--- src/rtl/flt2int_pkg.sv ---
// flt2int_pkg: shared types and constants for the half-precision to
// sign-magnitude integer converter (flt2int_seq).
//   f2i_state_t : converter FSM states
//   f2i_class_t : operand class decided at capture time
//   FLT_BIAS, MAX_MAG, MANT_W, CNT_W : format constants
package flt2int_pkg;

  typedef enum logic [1:0] {
    IDLE = 2'd0,
    CALC = 2'd1,
    DONE = 2'd2
  } f2i_state_t;

  typedef enum logic [1:0] {
    CLS_ZERO  = 2'd0,
    CLS_SHIFT = 2'd1,
    CLS_SAT   = 2'd2
  } f2i_class_t;

  localparam int          FLT_BIAS = 15;
  localparam logic [14:0] MAX_MAG  = 15'h7FFF;
  localparam int          MANT_W   = 11;
  // Longest shift is 11 (e = -1 in the rounding build).
  localparam int          CNT_W    = 4;

endpackage

--- src/rtl/flt2int_seq_if.sv ---
// flt2int_seq_if: request/result bundle between the fltflt core and the
// converter.
//   start   : request a conversion (core -> converter)
//   flt_in  : half-precision operand (core -> converter)
//   busy    : converter not idle
//   done    : one-cycle result-valid pulse
//   int_out : {sign, magnitude[14:0]}
//   ovf     : saturation flag for int_out
// Modports: master = core side, slave = converter side.
interface flt2int_seq_if;
  logic        start;
  logic [15:0] flt_in;
  logic        busy;
  logic        done;
  logic [15:0] int_out;
  logic        ovf;

  modport master (output start, flt_in, input busy, done, int_out, ovf);
  modport slave  (input start, flt_in, output busy, done, int_out, ovf);
endinterface

--- src/rtl/flt_unpack.sv ---
// flt_unpack: combinational split of a half-precision operand into sign,
// mantissa (hidden bit restored), shift count, shift direction and class.
//   flt_i  : operand
//   sign_o : sign bit
//   mant_o : {hidden, fraction}, 11 bits
//   cnt_o  : number of single-bit shifts to perform
//   left_o : 1 = left shift, 0 = right shift
//   cls_o  : CLS_SAT (e > 14), CLS_SHIFT, or CLS_ZERO (magnitude is 0)
// Build option: FLT2INT_ROUND_EN adds the e = -1 right-shift path (n = 11)
// so that the guard bit can round 0.5 <= |x| < 1 up to 1.
module flt_unpack
  import flt2int_pkg::*;
(
  input  logic [15:0]       flt_i,
  output logic              sign_o,
  output logic [MANT_W-1:0] mant_o,
  output logic [CNT_W-1:0]  cnt_o,
  output logic              left_o,
  output f2i_class_t        cls_o
);

  logic signed [5:0] exp_s;

  assign sign_o = flt_i[15];
  assign mant_o = {|flt_i[14:10], flt_i[9:0]};
  assign exp_s  = 6'({1'b0, flt_i[14:10]}) - 6'(FLT_BIAS);

  always_comb begin
    cls_o  = CLS_ZERO;
    cnt_o  = '0;
    left_o = 1'b0;
    if (exp_s > 6'sd14) begin
      cls_o = CLS_SAT;
    end else if (exp_s >= 6'sd11) begin
      cls_o  = CLS_SHIFT;
      left_o = 1'b1;
      cnt_o  = 4'(exp_s - 6'sd10);
    end else if (exp_s >= 6'sd0) begin
      cls_o = CLS_SHIFT;
      cnt_o = 4'(6'sd10 - exp_s);
    end
`ifdef FLT2INT_ROUND_EN
    else if (exp_s == -6'sd1) begin
      cls_o = CLS_SHIFT;
      cnt_o = 4'd11;
    end
`endif
  end

endmodule

--- src/rtl/flt2int_seq.sv ---
// flt2int_seq: multi-cycle IEEE-754 half -> 16-bit sign-magnitude integer
// converter, one shift bit per clock.
//   clk   : clock, rising edge
//   reset : asynchronous active-low reset
//   bus   : flt2int_seq_if.slave (start, flt_in, busy, done, int_out, ovf)
// Build option: FLT2INT_ROUND_EN -- round half away from zero using the last
// bit shifted out on right shifts; otherwise truncate toward zero.
//
// state | meaning
// IDLE  | waiting for start; operand captured and classified on accept
// CALC  | shifting one bit per cycle until count reaches 0, then latch result
// DONE  | done pulse, result valid; back to IDLE next cycle
module flt2int_seq
  import flt2int_pkg::*;
(
  input  logic         clk,
  input  logic         reset,
  flt2int_seq_if.slave bus
);

  localparam logic [1:0] ST_IDLE = IDLE;
  localparam logic [1:0] ST_CALC = CALC;
  localparam logic [1:0] ST_DONE = DONE;

  logic [1:0]       state_q, state_d;
  logic [CNT_W-1:0] cnt_q, cnt_d;
  logic [15:0]      work_q, work_d;
  logic             left_q, left_d;
  logic             sign_q, sign_d;
  logic             sat_q, sat_d;
  logic [15:0]      int_q, int_d;
  logic             ovf_q, ovf_d;
`ifdef FLT2INT_ROUND_EN
  logic             guard_q, guard_d;
`endif

  logic              u_sign;
  logic [MANT_W-1:0] u_mant;
  logic [CNT_W-1:0]  u_cnt;
  logic              u_left;
  f2i_class_t        u_cls;
  logic [14:0]       mag_fin;

  flt_unpack u_unpack (
    .flt_i  (bus.flt_in),
    .sign_o (u_sign),
    .mant_o (u_mant),
    .cnt_o  (u_cnt),
    .left_o (u_left),
    .cls_o  (u_cls)
  );

  // Left shifts top out at 32752, so work_q[15] never sets; it is folded into
  // saturation only as a guard against a wrong count.
`ifdef FLT2INT_ROUND_EN
  assign mag_fin = (sat_q | work_q[15]) ? MAX_MAG : work_q[14:0] + {14'd0, guard_q};
`else
  assign mag_fin = (sat_q | work_q[15]) ? MAX_MAG : work_q[14:0];
`endif

  always_comb begin
    state_d = state_q;
    cnt_d   = cnt_q;
    work_d  = work_q;
    left_d  = left_q;
    sign_d  = sign_q;
    sat_d   = sat_q;
    int_d   = int_q;
    ovf_d   = ovf_q;
`ifdef FLT2INT_ROUND_EN
    guard_d = guard_q;
`endif
    case (state_q)
      ST_IDLE: begin
        if (bus.start) begin
          sign_d  = u_sign;
          left_d  = u_left;
          cnt_d   = u_cnt;
          sat_d   = (u_cls == CLS_SAT);
          work_d  = (u_cls == CLS_SHIFT) ? 16'(u_mant) : 16'h0000;
`ifdef FLT2INT_ROUND_EN
          guard_d = 1'b0;
`endif
          state_d = ST_CALC;
        end
      end
      ST_CALC: begin
        if (cnt_q != '0) begin
          cnt_d = cnt_q - 1'b1;
          if (left_q) begin
            work_d = {work_q[14:0], 1'b0};
          end else begin
            work_d  = {1'b0, work_q[15:1]};
`ifdef FLT2INT_ROUND_EN
            guard_d = work_q[0];
`endif
          end
        end else begin
          // No negative zero: sign only survives a nonzero magnitude.
          int_d   = {sign_q & (|mag_fin), mag_fin};
          ovf_d   = sat_q;
          state_d = ST_DONE;
        end
      end
      ST_DONE: state_d = ST_IDLE;
      default: state_d = ST_IDLE;
    endcase
  end

  always_ff @(posedge clk or negedge reset) begin
    if (!reset) begin
      state_q <= ST_IDLE;
      cnt_q   <= '0;
      work_q  <= '0;
      left_q  <= 1'b0;
      sign_q  <= 1'b0;
      sat_q   <= 1'b0;
      int_q   <= '0;
      ovf_q   <= 1'b0;
`ifdef FLT2INT_ROUND_EN
      guard_q <= 1'b0;
`endif
    end else begin
      state_q <= state_d;
      cnt_q   <= cnt_d;
      work_q  <= work_d;
      left_q  <= left_d;
      sign_q  <= sign_d;
      sat_q   <= sat_d;
      int_q   <= int_d;
      ovf_q   <= ovf_d;
`ifdef FLT2INT_ROUND_EN
      guard_q <= guard_d;
`endif
    end
  end

  assign bus.busy    = (state_q != ST_IDLE);
  assign bus.done    = (state_q == ST_DONE);
  assign bus.int_out = int_q;
  assign bus.ovf     = ovf_q;

endmodule

--- src/flat_wrapper.sv ---
// flat-port wrapper written by rule: the top's interface ports become plain ports
module flt2int_seq_flat import flt2int_pkg::*;
  (clk, reset, bus_start, bus_flt_in, bus_busy, bus_done, bus_int_out, bus_ovf);
  flt2int_seq_if bus_i ();
  input  logic clk;
  input  logic reset;
  input wire logic [$bits(bus_i.start)-1:0] bus_start;
  input wire logic [$bits(bus_i.flt_in)-1:0] bus_flt_in;
  output wire logic [$bits(bus_i.busy)-1:0] bus_busy;
  output wire logic [$bits(bus_i.done)-1:0] bus_done;
  output wire logic [$bits(bus_i.int_out)-1:0] bus_int_out;
  output wire logic [$bits(bus_i.ovf)-1:0] bus_ovf;
  assign bus_i.start = bus_start;
  assign bus_i.flt_in = bus_flt_in;
  assign bus_busy = bus_i.busy;
  assign bus_done = bus_i.done;
  assign bus_int_out = bus_i.int_out;
  assign bus_ovf = bus_i.ovf;
  flt2int_seq u_core (.clk(clk), .reset(reset), .bus(bus_i));
endmodule
--- config.mk ---
export PLATFORM = sky130hd
export DESIGN_NAME = flt2int_seq_flat
export DESIGN_NICKNAME = d
export VERILOG_FILES = /design/src/rtl/flt2int_pkg.sv /design/src/rtl/flt2int_seq_if.sv /design/src/rtl/flt_unpack.sv /design/src/rtl/flt2int_seq.sv /design/src/flat_wrapper.sv
export SDC_FILE = /design/constraint.sdc
export NUM_CORES = 1
export LEC_CHECK = 0
export ABC_CLOCK_PERIOD_IN_PS = 1700
export CAP_MARGIN = 20
export CELL_PAD_IN_SITES_DETAIL_PLACEMENT = 0
export CELL_PAD_IN_SITES_GLOBAL_PLACEMENT = 1
export CORE_ASPECT_RATIO = 1.4
export CORE_MARGIN = 2
export CORE_UTILIZATION = 37
export CTS_CLUSTER_SIZE = 28
export DETAILED_ROUTE_END_ITERATION = 8
export GPL_TIMING_DRIVEN = 0
export MAX_ROUTING_LAYER = met4
export PLACE_DENSITY = 0.8
export SLEW_MARGIN = 20
export SYNTH_ARGS = -nofsm -noshare
export SYNTH_HDL_FRONTEND = slang
export SYNTH_SLANG_ARGS = --single-unit
--- constraint.sdc ---
create_clock -name clk -period 1.7 [get_ports clk]
set_input_delay 0.17 -clock clk [delete_from_list [all_inputs] [get_ports clk]]
set_output_delay 0.17 -clock clk [all_outputs]
set_load 0.05 [all_outputs]
==> results of run 1 <==
per-layer routing:
layer | share of wire [%] | vias up | track usage [%]
li1 | - | 1061 | -
met1 | 41 | 1014 | 21.1
met2 | 52 | 47 | 32.1
met3 | 2.8 | 14 | 2.61
met4 | 3.4 | 0 | 8.40
met5 | 0 | - | -
placed cells by master, fill, tap and decap left out, drive strengths merged, types with 2 or more instances in the layout:
master and count:
buf 22, mux2i 15, and3b 2, o21ai 32
o31ai 6, dlygate4sd2 3, nor2b 2, or3 2
mux2 2, a31oi 12, clkdlybuf4s50 29, ha 10
or2 2, xor2 3, nand2 44, a211o 2
nor4 3, nor3b 3, inv 10, xnor2 2
dfrtp 42, nand3 7, nor2 33, a21oi 4
nand4b 2, clkbuf 18
cell type report:
class | instances | area [sq um]
Buffer | 17 | 146
Clock buffer | 6 | 72.6
Clock inverter | 2 | 37.5
Fill cell | 583 | 2900
Inverter | 10 | 40.0
Multi-Input combinational cell | 203 | 1460
Sequential cell | 42 | 1050
Tap cell | 72 | 90.1
Timing Repair Buffer | 50 | 499
synthesized netlist by cell type (2+ instances only):
| master | n |
|---|---|
| mux2_2 | 2 |
| a21oi_1 | 3 |
| ha_1 | 10 |
| clkbuf_1 | 11 |
| nand3_1 | 6 |
| buf_2 | 3 |
| o21ai_0 | 29 |
| buf_6 | 3 |
| nand4b_1 | 2 |
| a31oi_1 | 12 |
| or2_2 | 2 |
| xor2_1 | 3 |
| or3_1 | 2 |
| a211o_1 | 2 |
| nand2_1 | 44 |
| nor3b_1 | 3 |
| dfrtp_1 | 42 |
| inv_1 | 10 |
| xnor2_1 | 2 |
| nor2b_1 | 2 |
| nor2_1 | 33 |
| mux2i_1 | 14 |
| o21ai_1 | 2 |
| nor4_1 | 3 |
| o31ai_1 | 5 |
stage by stage:
step,std cells,hold WS [ns],cell area [sq um]
3_3_place_gp,379,0.463,2870
4_1_cts,401,0.401,3260
2_1_floorplan,272,-0.126,2420
5_1_grt,402,0.419,3390
6_report,402,0.393,3390
3_5_place_dp,380,0.181,2890
worst reg2reg max path: cells and delay by family, from the launching register on:
kind                     cells  cell delay, ns
buffers and inverters        2            0.16
flip-flops                   1            0.40
multiplexers                 1            0.31
AO/OA/AOI/OAI                1            0.38
adder cells (fa/ha/maj)      1            0.15
AND/OR/NAND/NOR              2            0.23
state kept, by name, summed over array words and instances (netlist names):
register            count
u_core.sat_q            1
u_core.bus.ovf          1
u_core.bus.int_out     16
u_core.state_q          2
u_core.work_q          16
u_core.sign_q           1
u_core.cnt_q            4
u_core.left_q           1
power by group:
group          total (uW)  internal [uW]  leakage (uW)  switching, uW
combinational        4100           1790      0.000893           2310
sequential           1700           1360      0.000550            339
clock                 793            438     0.0000514            354
total                6590           3590       0.00149           3010
cell families (layout without fill, tap and decap cells):
group	after synthesis	count (layout)	synth area share, %
AND/OR/NAND/NOR	107	107	20.3
AO/OA/AOI/OAI	64	64	16.9
flip-flops	42	42	43.3
buffers and inverters	27	85	5.26
multiplexers	17	17	7.28
adder cells (fa/ha/maj)	10	10	5.16
XOR/XNOR	5	5	1.81
repair_timing:
action,in CTS,in global routing
setup endpoints to repair,42,40
pin swaps,1,6
hold buffers,1,0
endpoints found under the hold margin,21,0
gates cloned,3,0
setup buffers,9,1
resized for setup,45,55
worst paths after layout:
path | to | slack (ns) | cells after the start
worst max-delay path | u_core.sign_q | -0.05 | 7
worst min-delay path | u_core.sat_q | 0.39 | 2
worst max register to register | u_core.sign_q | -0.05 | 7
worst min register to register | u_core.bus.int_out[9] | 0.48 | 2
max in group asynchronous | u_core.work_q[1] | 0.81 | 3
min in group clk | u_core.left_q | 0.40 | 4
==> flow_metrics.py, run 1 <==
metrics = {
    "status": {
        "status": "finished, violations left",
        "violations": "negative setup slack",
    },
    "drt": {
        "postRouteWirelength_mm": 6.15,
        "vias": 2136,
        "drc": 0,
        "final_antenna_net_count": 0,
        "drt_pass1_iterations": 4,
        "vias_per_cell": 5.31,
        "drt_iter0_drc": 81,
        "detail_route.wl_per_cell_um": 15.3,
    },
    "synthesis": {
        "synth-seq-area-share_pct": 43.3,
        "synth_seq_cells": 42,
        "synth-edff-count": 0,
        "netlist_top_cells_area": "dfrtp_1, nand2_1, o21ai_0",
        "post_synth.cell_area_avg_sq_um": 8.91,
        "yosysWarnings": 0,
        "syn_inst": 272,
        "synth_top_area_cell": "dfrtp_1",
        "syn_nets": 301,
        "synthFlopType": "dfrtp_1",
        "async_flop_share_pct": 100,
        "synth_top_area_share_pct": 43.3,
        "yosysUniqueCellTypes": 47,
        "synth_area_sq_um": 2420,
    },
    "placement": {
        "portBuffers": 35,
        "place_ws_ns": -1.02,
        "gp_congestion": 0.777,
        "dpl.hpwl_mm": 4.32,
    },
    "power_and_ir_drop": {
        "p_per_area_nw_per_um2": 1940,
        "p_total_uw": 6590,
        "ir_drop_mv": 0.577,
        "p_leak_uw": 0.00149,
    },
    "flow_run": {
        "maxCapViolCount": 0,
    },
    "timing": {
        "finClkSkew_ns": 0.00304,
        "fin_crit_ns": 1.75,
        "final.setup.tns_ns": -0.110,
        "drv_slew": 0,
        "finalSetupViolCount": 7,
        "slew-limit-headroom_pct": 63.9,
        "hold_violations": 0,
        "fmax_mhz": 570,
        "layout_setup_ws_ns": -0.0539,
        "rsz0062_at_grt": "yes",
        "worstMarginPinSlew_ns": 0.542,
        "post-route-period-util_pct": 103,
    },
    "floorplan": {
        "die_x_um": 72.4,
        "die_y_um": 99.8,
        "placementRows": 34,
        "die_area_sq_um": 7230,
        "ios": 38,
        "core_sq_um": 6300,
        "initial_core_util_pct": 38.5,
    },
    "clock_network": {
        "clock_path_buffers": 2,
        "clk_pin_slew_worst_paths_ns": 0.08,
        "cts_made_buffers": 5,
        "worstSkewPairLatency_ns": 0.29,
        "cts.root.buffer_cell": "clkbuf_8",
        "cts_tree": "built",
        "clock_sinks": 42,
        "htreeDepth": 2,
    },
    "worst_setup_path": {
        "critPathTopFamily": "flip-flops",
        "path_cells": "inv_2 > ha_4 > nor3b_4 > a211o_4 > inv_4 > nand2_4 > mux2_4",
        "startpoint": "u_core.cnt_q[0]",
        "max_stage_delay_ns": 0.40,
        "arrival_ns": 1.94,
        "crit_buf_inv": 2,
        "cp-end-kind": "flop",
        "crit_path_start_kind": "flop",
        "path_class": "reg2reg",
        "cp.required_ns": 1.88,
        "worstPathMaxFanout": 5,
        "cp_slowest_cell": "dfrtp_1",
        "crit-reg2reg-launch": "u_core.cnt_q[0]",
    },
    "min_path": {
        "min_path_type": "in2async",
    },
    "global_route": {
        "gr-usage-all-layers_pct": 18.6,
        "grt_first_pass_wirelength_mm": 10.3,
        "antenna_found_initial": 0,
        "grt_max_degree": 23,
        "grt_pass1_vias": 2152,
        "grt_overflow": 0,
    },
    "layout": {
        "final_layout_size_suffix_gt1_share_pct": 25.8,
        "diodes": 0,
        "final_util_pct": 53.9,
        "final_net_count": 358,
        "syn_to_final_growth_pct": 39.9,
    },
}
(Power assumes the default switching activity.)
==> run 2: changes to the inputs <==
--- a/config.mk
+++ b/config.mk
@@ -14,7 +14,6 @@
 export CORE_UTILIZATION = 37
 export CTS_CLUSTER_SIZE = 28
 export DETAILED_ROUTE_END_ITERATION = 8
-export GPL_TIMING_DRIVEN = 0
 export MAX_ROUTING_LAYER = met4
 export PLACE_DENSITY = 0.8
 export SLEW_MARGIN = 20
==> flow_metrics.py, run 2 (synthesis gave the netlist of run 1 again) <==
metrics = {
    "timing": {
        "rsz0062_at_grt": "yes",
        "worstMarginPinSlew_ns": 0.612,
        "finClkSkew_ns": 0.00595,
        "hold_violations": 0,
        "fmax_mhz": 595,
        "finalSetupViolCount": 0,
        "post-route-period-util_pct": 98.8,
        "drv_slew": 0,
        "layout_setup_ws_ns": 0.0196,
        "final.setup.tns_ns": 0,
        "fin_crit_ns": 1.68,
        "slew-limit-headroom_pct": 59.2,
    },
    "clock_network": {
        "cts.root.buffer_cell": "clkbuf_8",
        "clock_path_buffers": 2,
        "htreeDepth": 2,
        "clock_sinks": 42,
        "cts_tree": "built",
        "clk_pin_slew_worst_paths_ns": 0.08,
        "cts_made_buffers": 5,
        "worstSkewPairLatency_ns": 0.29,
    },
    "power_and_ir_drop": {
        "ir_drop_mv": 0.662,
        "p_leak_uw": 0.00154,
        "intPower_uw": 3400,
        "p_sw_share_pct": 45.1,
        "p_sw_uw": 2790,
        "pwr-share-clk_pct": 12.5,
        "pwr-share-comb_pct": 60.0,
        "sequentialPowerShare_pct": 27.5,
        "p_per_area_nw_per_um2": 1800,
    },
    "worst_setup_path": {
        "cp-end-kind": "flop",
        "cp.required_ns": 1.91,
        "path_class": "reg2reg",
        "arrival_ns": 1.89,
        "crit_path_start_kind": "flop",
        "worstPathMaxFanout": 7,
    },
    "layout": {
        "final_layout_size_suffix_gt1_share_pct": 25.6,
        "diodes": 0,
        "syn_to_final_growth_pct": 42.3,
        "n_fill_cell": 585,
        "final_cell_area_sq_um": 3450,
        "multi_input_area_sq_um": 1390,
        "final_cell_mix": "buf_4, dfrtp_1, nand2_1, nor2_1",
        "seqCellArea_sq_um": 1050,
        "final_net_count": 375,
        "fin_cells": 419,
    },
    "global_route": {
        "grt_max_degree": 35,
        "grt_use_met3_pct": 2.61,
        "grt_first_pass_wirelength_mm": 9.69,
        "use_met2_pct": 29.7,
        "grt_pass1_vias": 2108,
        "use_met1_pct": 19.8,
        "grt_overflow": 0,
        "grt_busiest_layer": "met2",
        "gr-usage-all-layers_pct": 17.2,
        "antenna_found_initial": 0,
    },
    "placement": {
        "dp_cells": 404,
        "portBuffers": 37,
        "place_area_sq_um": 3100,
        "place_ws_ns": -0.493,
        "dpl.hpwl_mm": 4.29,
        "gp_congestion": 0.900,
    },
    "drt": {
        "drt_pass1_iterations": 4,
        "drc": 0,
        "drt_iter0_drc": 109,
        "final_antenna_net_count": 0,
        "vias_per_cell": 5.24,
        "vias": 2196,
        "detail_route.wl_per_cell_um": 14.2,
        "postRouteWirelength_mm": 5.93,
    },
    "floorplan": {
        "die_x_um": 72.4,
        "core_sq_um": 6300,
        "ios": 38,
        "initial_core_util_pct": 38.5,
        "die_y_um": 99.8,
        "placementRows": 34,
        "die_area_sq_um": 7230,
    },
    "min_path": {
        "min_path_type": "in2async",
    },
    "flow_run": {
        "maxCapViolCount": 0,
    },
    "status": {
        "status": "finished, final reports clean",
    },
}
run 2: cell count changes in the layout (fill, tap and decap cells not counted), sizes merged:
cell and delta:
buf +26, clkbuf -11, clkinv +2, dlymetal6s2s +2, clkinvlp -1, dlygate4sd2 -1
run 2: layout make-up:
| cell class | count | share of cell area [%] |
|---|---|---|
| flip-flops and latches | 42 | 30.5 |
| inverters | 10 | 1.09 |
| repair buffers | 84 | 22.4 |
| clock buffers | 5 | 1.99 |
| well taps | 72 | 2.61 |
| clock inverters | 3 | 1.16 |
| multi-input cells | 203 | 40.3 |
run 2: power by group through the flow:
stage               Sequential [uW]  Clock (uW)  Combinational (uW)
detailed placement             1700           0                3130
finish                         1700         778                3710
CTS                            1680         794                3280
global route                   1750         836                4050
global placement               1690           0                3090
floorplan                      2100           0                1650
run 2: final timing paths:
check | cells after the start | from | endpoint | slack, ns
max | 8 | u_core.cnt_q[0] | u_core.cnt_q[3] | 0.02
min | 2 | reset | u_core.cnt_q[1] | 0.30
max reg2reg | 8 | u_core.cnt_q[0] | u_core.cnt_q[3] | 0.02
min reg2reg | 2 | u_core.bus.int_out[9] | u_core.bus.int_out[9] | 0.48
max in group asynchronous | 3 | reset | u_core.work_q[3] | 0.86
min in group clk | 2 | u_core.bus.int_out[9] | u_core.bus.int_out[9] | 0.48
run 2: worst max-delay path, stage by stage, from the launching register on:
cell and delay (ns):
dfrtp_1 0.38, inv_2 0.06, ha_4 0.15, nor3b_4 0.14
a211o_1 0.31, buf_6 0.17, nor4_2 0.26, a21oi_2 0.06
o31ai_2 0.06
run 2: stage by stage:
stage | utilization [%] | total power (uW) | hold slack [ns]
finish | 54.8 | 6200 | 0.301
global route | 54.8 | 6640 | 0.329
CTS | 51.8 | 5760 | 0.315
detailed placement | 49.2 | 4820 | 0.0902
global placement | 49.2 | 4780 | 0.0769
floorplan | - | 3740 | -0.126
run 2: metal layers:
layer / up-vias / routed length, um
met5: - / 0
met4: 0 / 214
met3: 18 / 166
met2: 48 / 3150
met1: 1039 / 2400
li1: 1091 / -
run 2: repair_timing:
item / in CTS / in global routing
pin swaps: 3 / 3
setup buffers: 3 / 0
hold endpoints to repair: 12 / 0
gates cloned: 0 / 3
resized for setup: 10 / 25
endpoints found under the setup margin: 20 / 20
hold buffers: 1 / 0
==> run 3: changes to the inputs <==
--- a/config.mk
+++ b/config.mk
@@ -10,7 +10,7 @@
 export CELL_PAD_IN_SITES_DETAIL_PLACEMENT = 0
 export CELL_PAD_IN_SITES_GLOBAL_PLACEMENT = 1
 export CORE_ASPECT_RATIO = 1.4
-export CORE_MARGIN = 2
+export CORE_MARGIN = 4
 export CORE_UTILIZATION = 37
 export CTS_CLUSTER_SIZE = 28
 export DETAILED_ROUTE_END_ITERATION = 8
==> flow_metrics.py, run 3 (synthesis gave the netlist of run 1 again) <==
metrics = {
    "floorplan": {
        "die_area_sq_um": 7930,
        "ios": 38,
        "placementRows": 34,
        "initial_core_util_pct": 38.5,
        "die_y_um": 104,
        "die_x_um": 76.4,
        "core_sq_um": 6300,
    },
    "timing": {
        "fmax_mhz": 601,
        "layout_setup_ws_ns": 0.0359,
        "fin_crit_ns": 1.66,
        "rsz0062_at_grt": "yes",
        "worstMarginPinSlew_ns": 0.647,
        "finalSetupViolCount": 0,
        "drv_slew": 0,
        "post-route-period-util_pct": 97.9,
        "slew-limit-headroom_pct": 56.9,
        "finClkSkew_ns": 0.00225,
        "hold_violations": 0,
    },
    "drt": {
        "drc": 0,
        "detail_route.wl_per_cell_um": 14.2,
        "final_antenna_net_count": 0,
        "vias": 2188,
        "vias_per_cell": 5.23,
        "drt_pass1_iterations": 4,
        "postRouteWirelength_mm": 5.92,
        "drt_iter0_drc": 108,
    },
    "power_and_ir_drop": {
        "p_leak_uw": 0.00151,
        "p_per_area_nw_per_um2": 1740,
        "ir_drop_mv": 0.688,
        "p_total_uw": 5850,
    },
    "layout": {
        "multi_input_area_sq_um": 1360,
        "final_cell_mix": "buf_4, nand2_1, dfrtp_1, nor2_1, clkdlybuf4s50_1",
        "syn_to_final_growth_pct": 38.5,
        "seqCellArea_sq_um": 1050,
        "n_fill_cell": 610,
        "final_layout_size_suffix_gt1_share_pct": 26.3,
        "final_net_count": 375,
        "final_common_cell": "buf_4",
        "diodes": 0,
    },
    "placement": {
        "gp_congestion": 0.870,
        "dpl.hpwl_mm": 4.25,
        "portBuffers": 37,
        "place_ws_ns": -0.532,
    },
    "clock_network": {
        "htreeDepth": 2,
        "clock_sinks": 42,
        "worstSkewPairLatency_ns": 0.29,
        "clk_pin_slew_worst_paths_ns": 0.07,
        "cts_tree": "built",
        "cts_made_buffers": 5,
        "clock_path_buffers": 2,
        "cts.root.buffer_cell": "clkbuf_8",
    },
    "global_route": {
        "gr-usage-all-layers_pct": 15.5,
        "antenna_found_initial": 0,
        "grt_pass1_vias": 2152,
        "grt_overflow": 0,
        "grt_first_pass_wirelength_mm": 9.75,
        "grt_max_degree": 43,
    },
    "worst_setup_path": {
        "arrival_ns": 1.87,
        "crit_path_start_kind": "flop",
        "cp-end-kind": "flop",
        "r2r-end": "u_core.work_q[12]",
        "startpoint": "u_core.cnt_q[1]",
        "path_class": "reg2reg",
        "crit-reg2reg-launch": "u_core.cnt_q[1]",
        "ff2ff_path_depth": 7,
        "worstPathMaxFanout": 30,
        "r2r_setup_slack_ns": 0.04,
        "cp.required_ns": 1.90,
    },
    "min_path": {
        "min_path_type": "in2async",
    },
    "status": {
        "status": "finished, final reports clean",
    },
    "flow_run": {
        "maxCapViolCount": 0,
    },
}
[run 3: changes by cell type in the layout (fill, tap and decap cells not counted), sizes merged]
| cell | previous run | this run |
|---|---|---|
| dlymetal6s2s | 2 | 1 |
| dlygate4sd2 | 2 | 0 |
| buf | 48 | 50 |
| bufinv | 1 | 0 |
| clkdlybuf4s50 | 29 | 30 |
[run 3: how the worst max path moves through the flow]
| stage | endpoint | slack, ns | depth (start not counted) |
|---|---|---|---|
| after floorplan | u_core.cnt_q[3] | 0.001 | 9 |
| after global placement | u_core.cnt_q[3] | -0.44 | 10 |
| after detailed placement | u_core.cnt_q[3] | -0.53 | 10 |
| after CTS | u_core.cnt_q[3] | -0.003 | 9 |
| after global routing | u_core.work_q[14] | -0.04 | 7 |
| final | u_core.work_q[12] | 0.04 | 7 |
[run 3: final cells by class]
type	count	share of cell area, %
clock buffers	5	2.05
clock inverters	2	0.298
flip-flops and latches	42	31.3
multi-input cells	203	40.5
well taps	72	2.68
inverters	10	1.12
repair buffers	84	22.1
[run 3: routing by layer]
layer / up-vias / GRT usage [%] / wire [um]
li1: 1095 / - / -
met1: 1029 / 17.5 / 2510
met2: 53 / 25.5 / 3050
met3: 11 / 2.95 / 187
met4: 0 / 8.81 / 172
met5: - / - / 0
[run 3: stage by stage]
stage	hold WS, ns	setup TNS (ns)	std cells	utilization (%)	cell area (sq um)
3_3_place_gp	0.162	-5.95	403	49.2	3100
5_1_grt	0.413	-0.285	418	53.3	3360
3_5_place_dp	0.161	-6.68	403	49.2	3100
2_1_floorplan	-0.126	0	272	-	2420
4_1_cts	0.379	-0.00339	411	51.0	3210
6_report	0.381	0	418	53.3	3360
[run 3: worst max-delay path, stage by stage (launching register included)]
cell	delay, ns
dfrtp_1	0.35
inv_1	0.08
ha_4	0.16
nor3b_4	0.14
a211o_1	0.33
buf_6	0.15
buf_12	0.16
o31ai_2	0.21
[run 3: power by group]
part	internal [uW]	leakage (uW)	total (uW)	switching, uW
Combinational	1510	0.000916	3560	2050
Clock	276	0.0000438	603	328
Sequential	1360	0.000550	1690	328
[run 3: timing repair]
item | 4_1_cts | 5_1_grt
setup endpoints to repair | 20 | 20
endpoints found under the hold margin | 42 | 0
hold buffers | 1 | 0
buffers inserted | 0 | 7
resized for setup | 8 | 31
pin swaps | 1 | 8
